==> src/rtl/ppu_requant_if.sv <==
// Output stream of the requantizer: one signed lane word per handshake.
interface ppu_requant_if #(
   parameter int unsigned OUT_W  = 8,
   parameter int unsigned LANE_W = 3
);
   logic              valid;
   logic              ready;
   logic [OUT_W-1:0]  data;
   logic [LANE_W-1:0] lane;
   logic              last;

   modport master (output valid, data, lane, last, input ready);
   modport slave  (input valid, data, lane, last, output ready);
endinterface

==> src/rtl/ppu_requant.sv <==
// Post-processing requantizer: tracks the running |max| of accumulator tiles and
// emits one rounded, saturated INT8/INT4 word per lane over a ready/valid stream.
module ppu_requant #(
   parameter int unsigned VL    = 8,
   parameter int unsigned ACC_W = 24,
   parameter int unsigned OUT_W = 8
) (
   input  logic                  i_clk,
   input  logic                  i_rst_n,
   input  logic                  i_start,
   input  logic [ACC_W*VL-1:0]   i_acc_data,
   input  logic [1:0]            i_mode,
   input  logic                  i_max_pass,
   input  logic                  i_clr,
   ppu_requant_if.master         o_out,
   output logic                  o_busy,
   output logic                  o_drop
);
   localparam int unsigned LANE_W = (VL > 1) ? $clog2(VL) : 1;
   localparam int unsigned SH_W   = $clog2(ACC_W + 1);
   localparam logic [LANE_W-1:0] LAST_LANE = LANE_W'(VL - 1);

   typedef enum logic [1:0] {IDLE, SCALE, OUT} state_e;
   typedef enum logic [1:0] {MODE_INT8, MODE_INT4, MODE_INT4_VSQ, MODE_RSVD} mode_e;

   state_e              state_r, state_nxt;
   mode_e               mode_r;
   logic [ACC_W-1:0]    acc_r [VL];
   logic [ACC_W-1:0]    max_r, max_nxt;
   logic [ACC_W-1:0]    lane_v, lane_abs;
   logic [SH_W-1:0]     shift_r, shift_nxt, bit_len, thr_m1;
   logic [LANE_W-1:0]   lane_r;
   logic                start_max, start_calc, hs, int4, out_valid;
   logic [ACC_W-1:0]    acc_sel;
   logic signed [ACC_W:0] acc_ext, rnd, res, sat_hi, sat_lo, sat_v;

   assign start_max  = i_start && i_max_pass && (state_r == IDLE);
   assign start_calc = i_start && !i_max_pass && (state_r == IDLE);
   assign out_valid  = (state_r == OUT);
   assign hs         = out_valid && o_out.ready;
   assign int4       = (mode_r == MODE_INT4) || (mode_r == MODE_INT4_VSQ);

   always_ff @(posedge i_clk or negedge i_rst_n) begin
      if (!i_rst_n) state_r <= IDLE;
      else          state_r <= state_nxt;
   end

   always_comb begin
      state_nxt = state_r;
      o_busy    = (state_r != IDLE);
      o_drop    = i_start && (state_r != IDLE);
      case (state_r)
         IDLE:    if (start_calc) state_nxt = SCALE;
         SCALE:   state_nxt = OUT;
         OUT:     if (hs && (lane_r == LAST_LANE)) state_nxt = IDLE;
         default: state_nxt = IDLE;
      endcase
   end

   // Clear is applied before folding in lanes so clr+max-pass sees only this tile.
   always_comb begin
      max_nxt  = i_clr ? '0 : max_r;
      lane_v   = '0;
      lane_abs = '0;
      if (start_max) begin
         for (int unsigned k = 0; k < VL; k++) begin
            lane_v   = i_acc_data[k*ACC_W +: ACC_W];
            lane_abs = lane_v[ACC_W-1] ? (~lane_v + ACC_W'(1)) : lane_v;
            if (lane_abs > max_nxt) max_nxt = lane_abs;
         end
      end
   end

   always_comb begin
      bit_len = '0;
      for (int unsigned i = 0; i < ACC_W; i++) begin
         if (max_r[i]) bit_len = SH_W'(i + 1);
      end
      thr_m1    = int4 ? SH_W'(3) : SH_W'(7);
      shift_nxt = '0;
      if ((mode_r != MODE_INT4_VSQ) && (bit_len > thr_m1)) shift_nxt = bit_len - thr_m1;
   end

   // One guard bit above ACC_W keeps the rounding add from overflowing.
   always_comb begin
      acc_sel = acc_r[lane_r];
      acc_ext = {acc_sel[ACC_W-1], acc_sel};
      rnd     = '0;
      res     = acc_ext;
      if (shift_r != '0) begin
         rnd = (ACC_W+1)'(1) <<< (shift_r - SH_W'(1));
         res = (acc_ext + rnd) >>> shift_r;
      end
      sat_hi = int4 ? (ACC_W+1)'(7) : (ACC_W+1)'(127);
      sat_lo = int4 ? -(ACC_W+1)'(8) : -(ACC_W+1)'(128);
      if (res > sat_hi)      sat_v = sat_hi;
      else if (res < sat_lo) sat_v = sat_lo;
      else                   sat_v = res;
   end

   always_ff @(posedge i_clk or negedge i_rst_n) begin
      if (!i_rst_n) begin
         mode_r  <= MODE_INT8;
         max_r   <= '0;
         shift_r <= '0;
         lane_r  <= '0;
         for (int unsigned k = 0; k < VL; k++) acc_r[k] <= '0;
      end else begin
         if (start_max || i_clr) max_r <= max_nxt;
         if (start_calc) begin
            mode_r <= mode_e'(i_mode);
            for (int unsigned k = 0; k < VL; k++) acc_r[k] <= i_acc_data[k*ACC_W +: ACC_W];
         end
         if (state_r == SCALE) begin
            shift_r <= shift_nxt;
            lane_r  <= '0;
         end else if (hs) begin
            lane_r <= (lane_r == LAST_LANE) ? '0 : lane_r + LANE_W'(1);
         end
      end
   end

   assign o_out.valid = out_valid;
   assign o_out.data  = out_valid ? sat_v[OUT_W-1:0] : '0;
   assign o_out.lane  = out_valid ? lane_r : '0;
   assign o_out.last  = out_valid && (lane_r == LAST_LANE);
endmodule

==> src/flat_wrapper.sv <==
// flat-port wrapper written by rule: the top's interface ports become plain ports
module ppu_requant_flat 
#(
   parameter int unsigned VL    = 8,
   parameter int unsigned ACC_W = 24,
   parameter int unsigned OUT_W = 8
)
  (i_clk, i_rst_n, i_start, i_acc_data, i_mode, i_max_pass, i_clr, o_busy, o_drop, o_out_valid, o_out_data, o_out_lane, o_out_last, o_out_ready);
  ppu_requant_if #(.OUT_W(OUT_W), .LANE_W(3)) o_out_i ();
  input  logic i_clk;
  input  logic i_rst_n;
  input  logic i_start;
  input  logic [ACC_W*VL-1:0] i_acc_data;
  input  logic [1:0] i_mode;
  input  logic i_max_pass;
  input  logic i_clr;
  output logic o_busy;
  output logic o_drop;
  output wire logic [$bits(o_out_i.valid)-1:0] o_out_valid;
  output wire logic [$bits(o_out_i.data)-1:0] o_out_data;
  output wire logic [$bits(o_out_i.lane)-1:0] o_out_lane;
  output wire logic [$bits(o_out_i.last)-1:0] o_out_last;
  input wire logic [$bits(o_out_i.ready)-1:0] o_out_ready;
  assign o_out_valid = o_out_i.valid;
  assign o_out_data = o_out_i.data;
  assign o_out_lane = o_out_i.lane;
  assign o_out_last = o_out_i.last;
  assign o_out_i.ready = o_out_ready;
  ppu_requant #(.VL(VL), .ACC_W(ACC_W), .OUT_W(OUT_W)) u_core (.i_clk(i_clk), .i_rst_n(i_rst_n), .i_start(i_start), .i_acc_data(i_acc_data), .i_mode(i_mode), .i_max_pass(i_max_pass), .i_clr(i_clr), .o_out(o_out_i), .o_busy(o_busy), .o_drop(o_drop));
endmodule
==> config.mk <==
export PLATFORM = sky130hd
export DESIGN_NAME = ppu_requant_flat
export DESIGN_NICKNAME = d
export VERILOG_FILES = /design/src/rtl/ppu_requant_if.sv /design/src/rtl/ppu_requant.sv /design/src/flat_wrapper.sv
export SDC_FILE = /design/constraint.sdc
export NUM_CORES = 1
export LEC_CHECK = 0
export CAP_MARGIN = 10
export CORE_MARGIN = 2
export CORE_UTILIZATION = 40
export DETAILED_ROUTE_END_ITERATION = 16
export GPL_TIMING_DRIVEN = 0
export HOLD_SLACK_MARGIN = 0.03
export SLEW_MARGIN = 5
export SYNTH_ARGS = -nofsm -noshare
export SYNTH_HDL_FRONTEND = slang
export SYNTH_SLANG_ARGS = --single-unit
export TNS_END_PERCENT = 100
==> constraint.sdc <==
create_clock -name i_clk -period 25.7 [get_ports i_clk]
set_input_delay 5.14 -clock i_clk [delete_from_list [all_inputs] [get_ports i_clk]]
set_output_delay 5.14 -clock i_clk [all_outputs]
set_load 0.1 [all_outputs]
---- Yosys cells after proc, flatten, opt, wreduce, memory -nomap -nowiden ----
Cells that the tools add are included.
cells by class
  bitwise gates (word level) .............. 9
  magnitude comparators ................... 12
  mux-type cells .......................... 67
  $add $sub $neg .......................... 12
  eq/ne operators ......................... 8
  reduce and logical (&&, ||, !) cells .... 17
  shift operators ......................... 2
operators with widths
  operator                                                              number
  24-bit 2-to-1 mux                                                     27
  24-bit by 1-bit adder with 24-bit output (second input constant)      8
  24-bit > comparator                                                   8
  24-bit inverter                                                       8
  24-bit binary-select mux with 3-bit select                            1
  5-bit 2-to-1 mux                                                      10
  4-bit 2-to-1 mux                                                      8
  3-bit 2-to-1 mux                                                      9
  24-bit by 25-bit adder with 25-bit output                             1
  25-bit by 8-bit > comparator with 1-bit output                        1
  25-bit by 8-bit < comparator with 1-bit output                        1
  25-bit 2-to-1 mux                                                     1
  2-bit by 5-bit <<< shifter with 25-bit output (first input constant)  1
  25-bit by 5-bit >>> shifter with 25-bit output                        1
  8-bit 2-to-1 mux                                                      3
  7-bit 2-to-1 mux                                                      2
  1-bit logical AND                                                     9
  2-bit 2-to-1 mux                                                      4
  2-bit one-hot mux with 3 select lines                                 1
  5-bit > comparator                                                    1
  5-bit nonzero test                                                    1
  5-bit by 1-bit subtractor with 5-bit output (second input constant)   1
  5-bit subtractor                                                      1
  2-bit by 1-bit == test with 1-bit output (second input constant)      2
  other kinds (13)                                                      17
storage, ports and cells
  output and inout bits ................... 15
  bits in registers ....................... 228

---- Logic depth before layout (Yosys ltp) ----
  depth after elaboration ................. 27
  gate-level depth with buffers ........... 123
  depth with buffers taken out ............ 113

---- Worst setup path before layout ----
OpenSTA, ideal clock, no wires.
  kind .................................... input port to flip-flop
  start ................................... in i_acc_data[10]
  end ..................................... reg u_core.max_r[23]
  buffers on the path ..................... 14
  setup slack ............................. -22 ps
  stages .................................. 114
  arrival time ............................ 25630 ps
  required time ........................... 25609 ps
  setup time .............................. 91 ps
  cell sequence ........................... buf_2 nor4_2 nand3_1 or4_1 o31ai_1 xor2_1 inv_1 ha_1 nand2_1 nor3_1 a21boi_1 nor3_1 a211oi_4 buf_6 clkbuf_1 a21oi_1 ha_1 nand4_1 [... 78 more ...] ha_1 nor2b_1 o21ai_0 nand2b_1 a21oi_1 nor2b_1 o21ai_0 nand2b_1 a21oi_1 nor2b_1 o21ai_0 nand2_1 a221oi_1 a31oi_1 inv_1 nand2_1 clkbuf_1 o221ai_1
on the way
  word-level cells in the longest chain between the ends .. 27
RTL lines
  what                                      line                source
  from (decl)                               flat_wrapper.sv:13  input logic [ACC_W*VL-1:0] i_acc_data;
  24-bit inverter                           ppu_requant.sv:68   lane_abs = lane_v[ACC_W-1] ? (~lane_v + ACC_W'(1)) : lane_v;
  24-bit by 1-bit adder with 24-bit output  ppu_requant.sv:68
  24-bit 2-to-1 mux *                       ppu_requant.sv:68
  24-bit > comparator                       ppu_requant.sv:69   if (lane_abs > max_nxt) max_nxt = lane_abs;
  24-bit 2-to-1 mux *                       ppu_requant.sv:69
  24-bit 2-to-1 mux *                       ppu_requant.sv:65   if (start_max) begin
  24-bit > comparator                       ppu_requant.sv:69
  24-bit 2-to-1 mux *                       ppu_requant.sv:69
  [... 11 more ...]                         --
  24-bit 2-to-1 mux *                       ppu_requant.sv:69
  24-bit 2-to-1 mux *                       ppu_requant.sv:65
  24-bit > comparator                       ppu_requant.sv:69
  24-bit 2-to-1 mux *                       ppu_requant.sv:69
  24-bit 2-to-1 mux *                       ppu_requant.sv:65
  24-bit > comparator                       ppu_requant.sv:69
  24-bit 2-to-1 mux *                       ppu_requant.sv:69
  24-bit 2-to-1 mux *                       ppu_requant.sv:65
  to (signal assigned)                      ppu_requant.sv:109  if (start_max || i_clr) max_r <= max_nxt;
  to (decl)                                 ppu_requant.sv:29   logic [ACC_W-1:0] max_r, max_nxt;
Mark *: on every way between the ends. The rest lies on a longest branch, timed or not. The select of a mux whose other input is x is not followed.
A chain may end at the register's enable or synchronous reset.

---- Worst setup path in the final report ----
  start ................................... in i_acc_data[11]
  end ..................................... reg u_core.max_r[14]
The elaborated chain is that of the path after synthesis.

==> reports/metrics.cfg <==
[finish]
fillers=6017
drive_gt1_share_pct=20.9
syn2layout_area_growth_pct=24.2
fin_nets=3690
post-route-util_pct=50.3

[clocking]
cts_tree=yes
numClockSinks=228
cts_buffers=28
clk_path_buf_depth=3
clk_latency_ns=0.60
cts-hold-fix-buffers=0
cts_root_buf=clkbuf_16
clk_transition_reported_paths_ns=0.07
h-tree-depth=1

[die]
core_area_sq_um=63100
row_count=92
fp.dieH_um=257
initial_core_util_pct=40.5
die_x_um=257
die_area_sq_um=65900
io_pins=215

[setup_path]
worst-path-max-fanout=10
cpMostUsedCell=a21o_1
r2r_cells=110
rr_startpoint=u_core.max_r[16]
crit_cells=112
setup.worst_path.class=input port to flop
rr_endpoint=u_core.max_r[14]
end_kind=flop
required_ns=26.18
worstPathArrival_ns=25.60
slowest_stage=or4_4
critPathTopFamily=compound AO/OA/AOI/OAI gates
cp_num_buf_inv=18
worstSetupStartpoint=i_acc_data[11]
regToRegSetupSlack_ns=5.59
cp_slowest_stage_delay_ns=0.59
worstSetupStartpointType=input port
crit_end=u_core.max_r[14]

[synth]
yosys.area.top_type=dfrtp_1
synth_cell_type_count=104
yosys_warnings=0
synth-seq-cells=228
ys.flop_type=dfrtp_1
netlist_area_sq_um=25500
yosys-top-cells-area=dfrtp_1 (22%), ha_1 (11%), mux2_2 (10%), xnor2_1 (5.6%), mux4_2 (4.5%)
netlist_instances=2933
yosysSeqAreaShare_pct=22.3
netlist.area_leader.share_pct=22.3
syn-num-nets=3360
synth_edf_count=0
synthArstFlopShare_pct=100
ys_top_cells_by_count=dfrtp_1 (228), mux2_2 (228), ha_1 (226)
syn_avg_cell_area_sq_um=8.70

[sta]
maxSlewHeadroom_pct=15.4
finalSetupViolCount=0
hold_viol_final=0
fin_skew_ns=0.0108
post-route-period-util_pct=97.8
maxSlewViolCount=0
worst_pin_slew_ns=1.27
period_minus_slack_ns=25.12
setup_tns_ns=0
fmax_mhz=39.8
fin_ws_ns=0.577

[routing]
routed_wl_um=121000
drt_iter0_drc=2760
wl_per_cell_um=29.3
routed.top_layer=met5
via_per_inst=6.32
wl_met1_um=51800
wl_met3_um=9280
detailroute.via_count=26100
wl_met2_um=53400
ant_nets=0
first_pass_iters=8
drc=0

[global_route]
grt_pass1_wl_um=172000
grt_usage_pct=35.4
grt_overflow=0
antenna_found_initial=10
grt_max_degree=110
grt_pass1_vias=25000

[placement]
gp_congestion=1.01
hpwl_um=100000
numPortBuffers=210
place_ws_ns=-6.70

[hold_path]
worstHoldPathType=flop to flop

[run]
cap_violations=0

[status]
status=finished, final reports clean

==> per-layer routing <==
layer  track usage (%)  vias up
met3              5.22      226
li1                  -    11700
met4              15.4        6
met2              55.9     1297
met1              48.0    13000
met5                 0        -
==> layout by cell type (no fill, tap or decap), drive strengths merged, types with 52 or more instances in the layout <==
cell type      Yosys  routed
a21oi            167     167
nand4             52      52
nor2             216     216
clkbuf           130     152
ha               226     226
nor3              68      68
buf               25     130
o21ai            190     190
dfrtp            228     228
nand2b            61      61
clkdlybuf4s50      0     192
a21o              71      71
inv              112     117
mux2             231     231
xnor2            162     162
nand2            223     223
==> cells by family (layout without fill, tap and decap cells) <==
family | after synthesis | after routing | share of synthesized area, %
simple gates | 889 | 889 | 17.6
compound gates | 795 | 795 | 21.6
fa+ha+maj | 229 | 229 | 11.2
buf+inv | 268 | 619 | 4.05
mux | 328 | 328 | 16.5
flops | 228 | 228 | 22.3
xor+xnor | 196 | 196 | 6.72
other cells | 0 | 5 | 0
==> how the worst min path moves through the flow <==
stage	start	endpoint	depth (start not counted)
final	u_core.acc_r[129]	u_core.acc_r[129]	1
after global placement	u_core.acc_r[136]	u_core.acc_r[136]	1
after detailed placement	u_core.acc_r[123]	u_core.acc_r[123]	1
after floorplan	u_core.acc_r[120]	u_core.acc_r[120]	1
after CTS	u_core.acc_r[129]	u_core.acc_r[129]	1
after global routing	u_core.acc_r[125]	u_core.acc_r[125]	1
==> registers in the layout, summed over array words and instances (netlist names) <==
name	cells
u_core.acc_r	192
u_core.state_r	2
u_core.max_r	24
u_core.shift_r	5
u_core.mode_r	2
u_core.lane_r	3
==> layout make-up <==
cell class                      count  area, sq um  share of cell area [%]
Inverter                          113          424                    1.34
Sequential cell                   228         5710                    18.0
Timing Repair Buffer              302         2910                    9.19
Clock buffer                       31          732                    2.31
Buffer                            153          857                    2.70
Tap cell                          846         1060                    3.34
Multi-Input combinational cell   2437        19800                    62.3
Antenna cell                        5         12.5                  0.0395
Clock inverter                     20          241                   0.762
==> repair_timing <==
| action | 4_1_cts | 5_1_grt |
|---|---|---|
| buffers inserted | 41 | 42 |
| resized for setup | 180 | 171 |
| pin swaps | 23 | 61 |
| endpoints found under the setup margin | 24 | 24 |
| cloned | 0 | 3 |
==> worst register-to-register path: cells and delay by family, from the launching register on <==
kind / cells / cell delay, ns
and+or+nand+nor: 31 / 5.37
DFF: 1 / 0.40
AOI/OAI and AO/OA: 52 / 9.29
adders and majority gates: 8 / 2.18
muxes: 1 / 0.21
buffers and inverters: 18 / 2.57
==> metrics by stage <==
step                instance area [sq um]  cells  hold WS, ns
floorplan                           25500   2933        0.475
global placement                    28700   3989        0.483
detailed placement                  28800   3994        0.492
CTS                                 30800   4084        0.507
global route                        31700   4132        0.516
finish                              31700   4135        0.506
Power is left out: the tool's default activity adds up to more than one toggle a clock period on the data nets, which glitch-free logic cannot reach.
